**config.mk**
```make
export PLATFORM = sky130hd
export DESIGN_NAME = seq_divmod
export DESIGN_NICKNAME = d
export VERILOG_FILES = /design/src/rtl/seq_divmod.sv
export SDC_FILE = /design/constraint.sdc
export NUM_CORES = 1
export LEC_CHECK = 0
export ABC_AREA = 1
export CAP_MARGIN = 20
export CORE_MARGIN = 2
export CORE_UTILIZATION = 50
export DETAILED_ROUTE_END_ITERATION = 8
export PLACE_DENSITY_LB_ADDON = 0.3
export SYNTH_ARGS = -nofsm -noshare
export SYNTH_HDL_FRONTEND = slang
export SYNTH_SLANG_ARGS = --single-unit
```
**constraint.sdc**
```tcl
create_clock -name clk -period 2.3 [get_ports clk]
set_input_delay 0.345 -clock clk [delete_from_list [all_inputs] [get_ports clk]]
set_output_delay 0.345 -clock clk [all_outputs]
set_load 0.005 [all_outputs]
```
**src/rtl/seq_divmod.sv**
```systemverilog
// ----------------------------------------------------------------------------
// seq_divmod
//   Multi-cycle restoring integer divider: quotient = a / b, remainder = a % b,
//   one quotient bit per clock, start/done handshake, divide-by-zero flag.
//
//   Optional build macro: SEQ_DIVMOD_SIGNED_EN adds the sgn input and
//   two's-complement operation (truncating quotient, remainder follows the
//   dividend's sign). Without it the unit is purely unsigned.
//
// Ports
//   clk          in   1      rising-edge clock
//   reset        in   1      synchronous, active-high reset
//   sgn          in   1      (SEQ_DIVMOD_SIGNED_EN only) 1 = signed operation
//   start        in   1      request, sampled only while idle
//   a            in   WIDTH  dividend, captured on accepted start
//   b            in   WIDTH  divisor, captured on accepted start
//   busy         out  1      operation in flight (CALC or DONE state)
//   done         out  1      one-cycle pulse, results valid from this cycle
//   quotient     out  WIDTH  registered quotient, held until next done
//   remainder    out  WIDTH  registered remainder, held until next done
//   div_by_zero  out  1      registered flag, updated with done
// ----------------------------------------------------------------------------
module seq_divmod #(
   parameter int WIDTH = 32
) (
   input  logic             clk,
   input  logic             reset,
`ifdef SEQ_DIVMOD_SIGNED_EN
   input  logic             sgn,
`endif
   input  logic             start,
   input  logic [WIDTH-1:0] a,
   input  logic [WIDTH-1:0] b,
   output logic             busy,
   output logic             done,
   output logic [WIDTH-1:0] quotient,
   output logic [WIDTH-1:0] remainder,
   output logic             div_by_zero
);

   localparam int CW = (WIDTH > 2) ? $clog2(WIDTH) : 1;

   typedef enum logic [1:0] {
      S_IDLE,
      S_CALC,
      S_DONE
   } state_t;

   state_t           state_q;
   logic [CW-1:0]    cnt_q;
   logic [WIDTH-1:0] rem_q;     // partial remainder (raw a on divide-by-zero)
   logic [WIDTH-1:0] quo_q;     // dividend shifts out as quotient shifts in
   logic [WIDTH-1:0] div_q;     // divisor magnitude
   logic             dbz_q;
   logic             quo_neg_q; // negate quotient on write-back
   logic             rem_neg_q; // negate remainder on write-back
   logic             busy_q;
   logic             done_q;
   logic [WIDTH-1:0] quotient_q;
   logic [WIDTH-1:0] remainder_q;
   logic             div_by_zero_q;

   logic [WIDTH:0]   shifted_d;
   logic [WIDTH:0]   trial_d;
   logic [WIDTH-1:0] rem_d;
   logic [WIDTH-1:0] quo_d;
   logic [WIDTH-1:0] a_mag_d;
   logic [WIDTH-1:0] b_mag_d;
   logic             quo_neg_d;
   logic             rem_neg_d;
   logic [WIDTH-1:0] quo_res_d;
   logic [WIDTH-1:0] rem_res_d;

   // One restoring step. The shifted partial remainder needs WIDTH+1 bits;
   // the MSB of the trial difference is the borrow.
   always_comb begin
      shifted_d = {rem_q, quo_q[WIDTH-1]};
      trial_d   = shifted_d - {1'b0, div_q};
      rem_d     = trial_d[WIDTH] ? shifted_d[WIDTH-1:0] : trial_d[WIDTH-1:0];
      quo_d     = {quo_q[WIDTH-2:0], ~trial_d[WIDTH]};
   end

   // Operand magnitudes, result sign flags and sign-corrected results.
   always_comb begin
`ifdef SEQ_DIVMOD_SIGNED_EN
      a_mag_d   = (sgn && a[WIDTH-1]) ? -a : a;
      b_mag_d   = (sgn && b[WIDTH-1]) ? -b : b;
      quo_neg_d = sgn && (a[WIDTH-1] ^ b[WIDTH-1]);
      rem_neg_d = sgn && a[WIDTH-1];
`else
      a_mag_d   = a;
      b_mag_d   = b;
      quo_neg_d = 1'b0;
      rem_neg_d = 1'b0;
`endif
      quo_res_d = quo_neg_q ? -quo_q : quo_q;
      rem_res_d = rem_neg_q ? -rem_q : rem_q;
   end

   // NOTE: sequential state uses non-blocking assignments so every register
   // samples the pre-edge values regardless of statement order.
   always_ff @(posedge clk) begin
      if (reset) begin
         state_q       <= S_IDLE;
         cnt_q         <= '0;
         rem_q         <= '0;
         quo_q         <= '0;
         div_q         <= '0;
         dbz_q         <= 1'b0;
         quo_neg_q     <= 1'b0;
         rem_neg_q     <= 1'b0;
         busy_q        <= 1'b0;
         done_q        <= 1'b0;
         quotient_q    <= '0;
         remainder_q   <= '0;
         div_by_zero_q <= 1'b0;
      end else begin
         done_q <= 1'b0;
         case (state_q)
            S_IDLE: begin
               if (start) begin
                  busy_q    <= 1'b1;
                  quo_neg_q <= quo_neg_d;
                  rem_neg_q <= rem_neg_d;
                  if (b == '0) begin
                     // Skip the iterations; remainder reports the raw dividend.
                     state_q <= S_DONE;
                     dbz_q   <= 1'b1;
                     rem_q   <= a;
                  end else begin
                     state_q <= S_CALC;
                     dbz_q   <= 1'b0;
                     rem_q   <= '0;
                     quo_q   <= a_mag_d;
                     div_q   <= b_mag_d;
                     cnt_q   <= '0;
                  end
               end
            end
            S_CALC: begin
               rem_q <= rem_d;
               quo_q <= quo_d;
               cnt_q <= cnt_q + 1'b1;
               if (cnt_q == CW'(WIDTH - 1)) begin
                  state_q <= S_DONE;
               end
            end
            S_DONE: begin
               // Results and done are written on the same edge; sign fix-up
               // happens here so latency does not depend on sgn.
               state_q       <= S_IDLE;
               busy_q        <= 1'b0;
               done_q        <= 1'b1;
               quotient_q    <= dbz_q ? '1 : quo_res_d;
               remainder_q   <= dbz_q ? rem_q : rem_res_d;
               div_by_zero_q <= dbz_q;
            end
            default: begin
               state_q <= S_IDLE;
               busy_q  <= 1'b0;
            end
         endcase
      end
   end

   assign busy        = busy_q;
   assign done        = done_q;
   assign quotient    = quotient_q;
   assign remainder   = remainder_q;
   assign div_by_zero = div_by_zero_q;

endmodule

```
Yosys cells after proc, flatten, opt, wreduce, memory -nomap -nowiden
Cells that the tools add are included.
W data, S select, Z words.

storage, ports and cells
  flip-flop bits (word level) = 171
  input bits = 67
  output and inout port bits = 67
  logic and storage cells = 50

cells by class
  $add $sub $neg = 2
  equality and inequality tests = 6
  muxes and demuxes = 19
  bitwise operators = 3
  reductions and logical operators = 9

operator list
  operator               count
  $mux W32               6
  $pmux W32 S2           2
  $sub A33 B32 Y33       1
  $logic_not A32 Y1      1
  $mux W5                2
  $pmux W5 S2            1
  $reduce_and A2 Y1      4
  $mux W2                3
  $ne A2 B2 Y1 const B   3
  $reduce_and A3 Y1      2
  $add A5 B1 Y5 const B  1
  $eq A5 B5 Y1 const B   1
  $pmux W2 S2            1
  $mux W1                3
  $not A1 Y1             3
  $eq A2 B1 Y1 const B   1
  $eq A2 B2 Y1 const B   1
  $logic_not A2 Y1       1
  $pmux W1 S2            1
  $reduce_bool A2 Y1     1

Longest topological paths before layout
  word-level depth = 4
  gate-level depth with buffers = 19
  mapped depth without buffers = 18

Worst setup path after synthesis
OpenSTA, ideal clock, no wires.

  path kind = register -> register
  start = register quo_q[31]
  end = register rem_q[28]
  library setup time = 0.122 ns
  arrival time = 2.023 ns
  required time = 2.178 ns
  setup slack = 0.156 ns
  stages on the path, launching flop included = 19
  buffers on the path = 1
  clock period less this slack = 2.144 ns
  cell sequence = dfxtp_1 > inv_1 > ha_1 > fa_1 > inv_1 > nand2_1 > nand2_1 > nand3_1 > nand2_2 > nand2_2 > nand2_2 > nand2_2 > nand3_1 > nand2_4 > buf_6 > nand2_1 > nand2_1 > nand2_1 > a21oi_2

between the ends
  cells in the longest elaborated chain, start to end = 3

ends and longest elaborated chain
  what                    line  RTL
  start, declared         52    logic [WIDTH-1:0] quo_q;
  start signal, assigned  134   quo_q <= a_mag_d;
  start signal, assigned  142   quo_q <= quo_d;
  $sub A33 B32 Y33        78    trial_d = shifted_d - {1'b0, div_q};
  $mux W32                79    rem_d = trial_d[WIDTH] ? shifted_d[WIDTH-1:0] : trial_d[WIDTH-1:0];
  $pmux W32 S2            119   case (state_q)
  end signal, assigned    141   rem_q <= rem_d;
  end, declared           51    logic [WIDTH-1:0] rem_q;

Every way passes these cells.
A chain may end at the register's enable or synchronous reset.

Final worst setup path
Ends and elaborated chain as after synthesis.

==> run metrics <==
Slew HR 62.24%; number of global-route vias before repair 9272; DRT Wirelength 28920 um; largest net degree at the start of global routing 131; Met2 Routed Length 13380 um; top cells by count, synth nand2_1 (398), inv_1 (234), o21ai_0 (186), a21oi_1 (173), dfxtp_1 (171); failing checks setup timing; total core area 0.01883 mm2; DR WL/cell 15.10 um; Final Skew 19.03 ps; highest routed metal layer met4; Worst Path Max Fanout 6; initial DRC count 960; share of Yosys cell area claimed by the top area cell type 35.54%; most frequent cell after synthesis nand2_1; Starting Density 51.15%; Clock Path Buffers 2; number of antenna-violating nets in the routed design 0; Routed met3 length 2143 um; via count 10320; Pwr Total 10.81 mW; Die ar. 0.02039 mm2; DRC violations left 0; clock slew at reported path FFs 70 ps; slowest CP cell fa_2; hpwl dp 20270 um; R2R depth 19; Fmax 433.4 MHz; area delta synth->final 31.46%; crit-path max cell delay 350 ps; clk_lat worst skew 440 ps; Setup violations, final 1; CP required 2670 ps; initial antenna violation count 0; CTS buffer count 17; worst vdd ir 0.0006142 V; cell taking the most area after synthesis dfxtp_1; GRT overflow 0; drt first pass iters 6; worst path buffer plus inverter count 3; TNS Setup -7.593 ps; WP depth 19; unrepaired setup endpoints after global routing yes; worst slew pin tran 566.4 ps; syn_nets 1602; chip height 142.8 um; Max-Cap Viols 0; gr usage total 27.77%; setup slack after layout -7.593 ps; YS warnings 0; status finished, violations left; PortBufs 133; Crit Path Class register to register; Worst EP arrival 2680 ps; Die W 142.8 um; Min-Delay Path Class register to register; placed standard-cell area 0.01147 mm2; Slew Viols, Final 0; CTS tree done; CP endpoint kind register; P_leak 5.708 nW; share of post-route cells with drive strength above 1 12.08%; pwr/cell area 854.0 mW/mm2; worst path cell trace inv_2 -> ha_4 -> fa_2 -> inv_2 -> nand2_2 -> nand2_4 -> nand3_2 -> nand2_2 -> nand2_2 -> nand2_4 -> nand2_8 -> nand2_4 -> nand2_4 -> nand2_8 -> buf_6 -> nand2_1 -> nand2_1 -> nand2_2 -> a21oi_2; first-pass GRT wire length 45350 um; H-tree Lvls 4; cell area after layout 0.01266 mm2; fin crit period 2308 ps; ys async rst share 0%; post-synth cell types 33; Tcrit/Tclk final 100.3%; post-layout util 67.24%; most common flop cell mapped by yosys dfxtp_1; number of synthesized flops with an enable pin 0; final-report hold violation count 0; n_diodes 0; placer congestion estimate 0.9382; Hold Slack 458.8 ps; met1 wire length 12750 um; synth top area cells dfxtp_1 (36%), nand2_1 (16%), o21ai_0 (9.7%); Hold Path Cell Cnt 2; CTS sink count 171; routed vias/inst 5.387; Syn Std Cell Area 0.009632 mm2; #FFs+latches synth 171; critical path's top delay family simple AND/OR/NAND/NOR gates; syn_area_per_cell 6.421 um2; # IOs 134; Post-Synthesis Cells 1500; row cnt 50; sequential-to-total area share from yosys stat 35.54%; clock root cell clkbuf_16; CP Launch Type register; # hold bufs at CTS 0; final net count 1746
==> worst reg2reg max path: stages (launching register included) <==
cell,delay [ps]
dfxtp_2,340
inv_2,50
ha_4,160
fa_2,350
inv_2,60
nand2_2,50
nand2_4,70
nand3_2,60
nand2_2,90
nand2_2,70
nand2_4,110
nand2_8,90
nand2_4,100
nand2_4,70
nand2_8,100
buf_6,130
nand2_1,70
nand2_1,90
nand2_2,60
a21oi_2,120
==> path summary, 6_finish.rpt <==
path,start,end,slack [ps]
setup / recovery,quo_q[31],rem_q[28],-8
hold / removal,quotient[7],quotient[7],460
hold reg to reg,quotient[7],quotient[7],460
setup reg to reg,quo_q[31],rem_q[28],-8
==> routing by layer <==
layer	up-vias	global-route usage [%]
met4	0	8.911
met5	-	0
met3	50	4.125
met2	413	44.74
li1	5098	-
met1	4760	38.36
==> registers in the layout, summed over array words and instances, names as in the netlist <==
signal / count
busy: 1
done: 1
dbz_q: 1
state_q: 2
quo_q: 32
quotient: 32
remainder: 32
div_q: 32
div_by_zero: 1
rem_q: 32
cnt_q: 5
==> what timing repair did <==
| action | CTS | global route |
|---|---|---|
| endpoints found under the setup margin | 70 | 59 |
| gates resized for setup | 21 | 75 |
| pin swaps | 5 | 15 |
| hold endpoints to repair | 0 | 0 |
| gates cloned | 1 | 3 |
| buffers inserted | 3 | 2 |
==> layout by cell type (no fill, tap or decap), types with 3 or more instances in the layout <==
cell and n:
a21oi_1 164, nand3_1 47, a31oi_1 32, nor4_1 6
inv_6 3, inv_8 4, clkdlybuf4s50_1 133, nand2_1 375
ha_2 6, nand2_4 5, ha_4 14, nand4_1 8
buf_4 57, a21oi_2 15, o21ai_0 186, nand3b_1 3
nor2_1 63, nand2_8 3, or2_2 3, ha_1 14
o21ai_1 7, nor3_1 5, dfxtp_1 159, xor2_1 16
clkbuf_16 20, inv_1 231, dfxtp_2 11, buf_12 6
nand2_2 24, inv_2 6
==> metrics by stage <==
step / setup slack (ps) / std cells
after floorplan: 155.6 / 1500
after global placement: -504.9 / 1876
after detailed placement: -536.8 / 1876
after CTS: 2.677 / 1911
after global routing: -106.3 / 1916
final: -7.593 / 1916
==> report_power, final <==
part           switching, mW  internal [mW]  total [mW]
clock network           1.35           1.65        2.99
logic                   2.66           1.75        4.41
registers              0.198           3.22        3.41
total                   4.20           6.61        10.8
==> area by class of cell <==
class	instances	area, um2
clock buffers	17	425.4
clock inverters	14	180.2
fillers	1615	6168
inverters	237	889.6
multi-input cells	1015	5396
flip-flops and latches	171	3441
well taps	260	325.3
repair buffers	202	2004
==> cell families (layout without fill, tap and decap cells) <==
logic type / count (synthesis) / in the layout / share of synthesized area (%)
and+or+nand+nor: 554 / 554 / 23.34
AOI/OAI and AO/OA: 410 / 410 / 22.16
buffers and inverters: 314 / 470 / 12.87
DFF: 171 / 171 / 35.54
adders and majority gates: 35 / 35 / 4.625
xor gates and xnor gates: 16 / 16 / 1.455
Note: power is estimated with default switching activity, not from simulation.
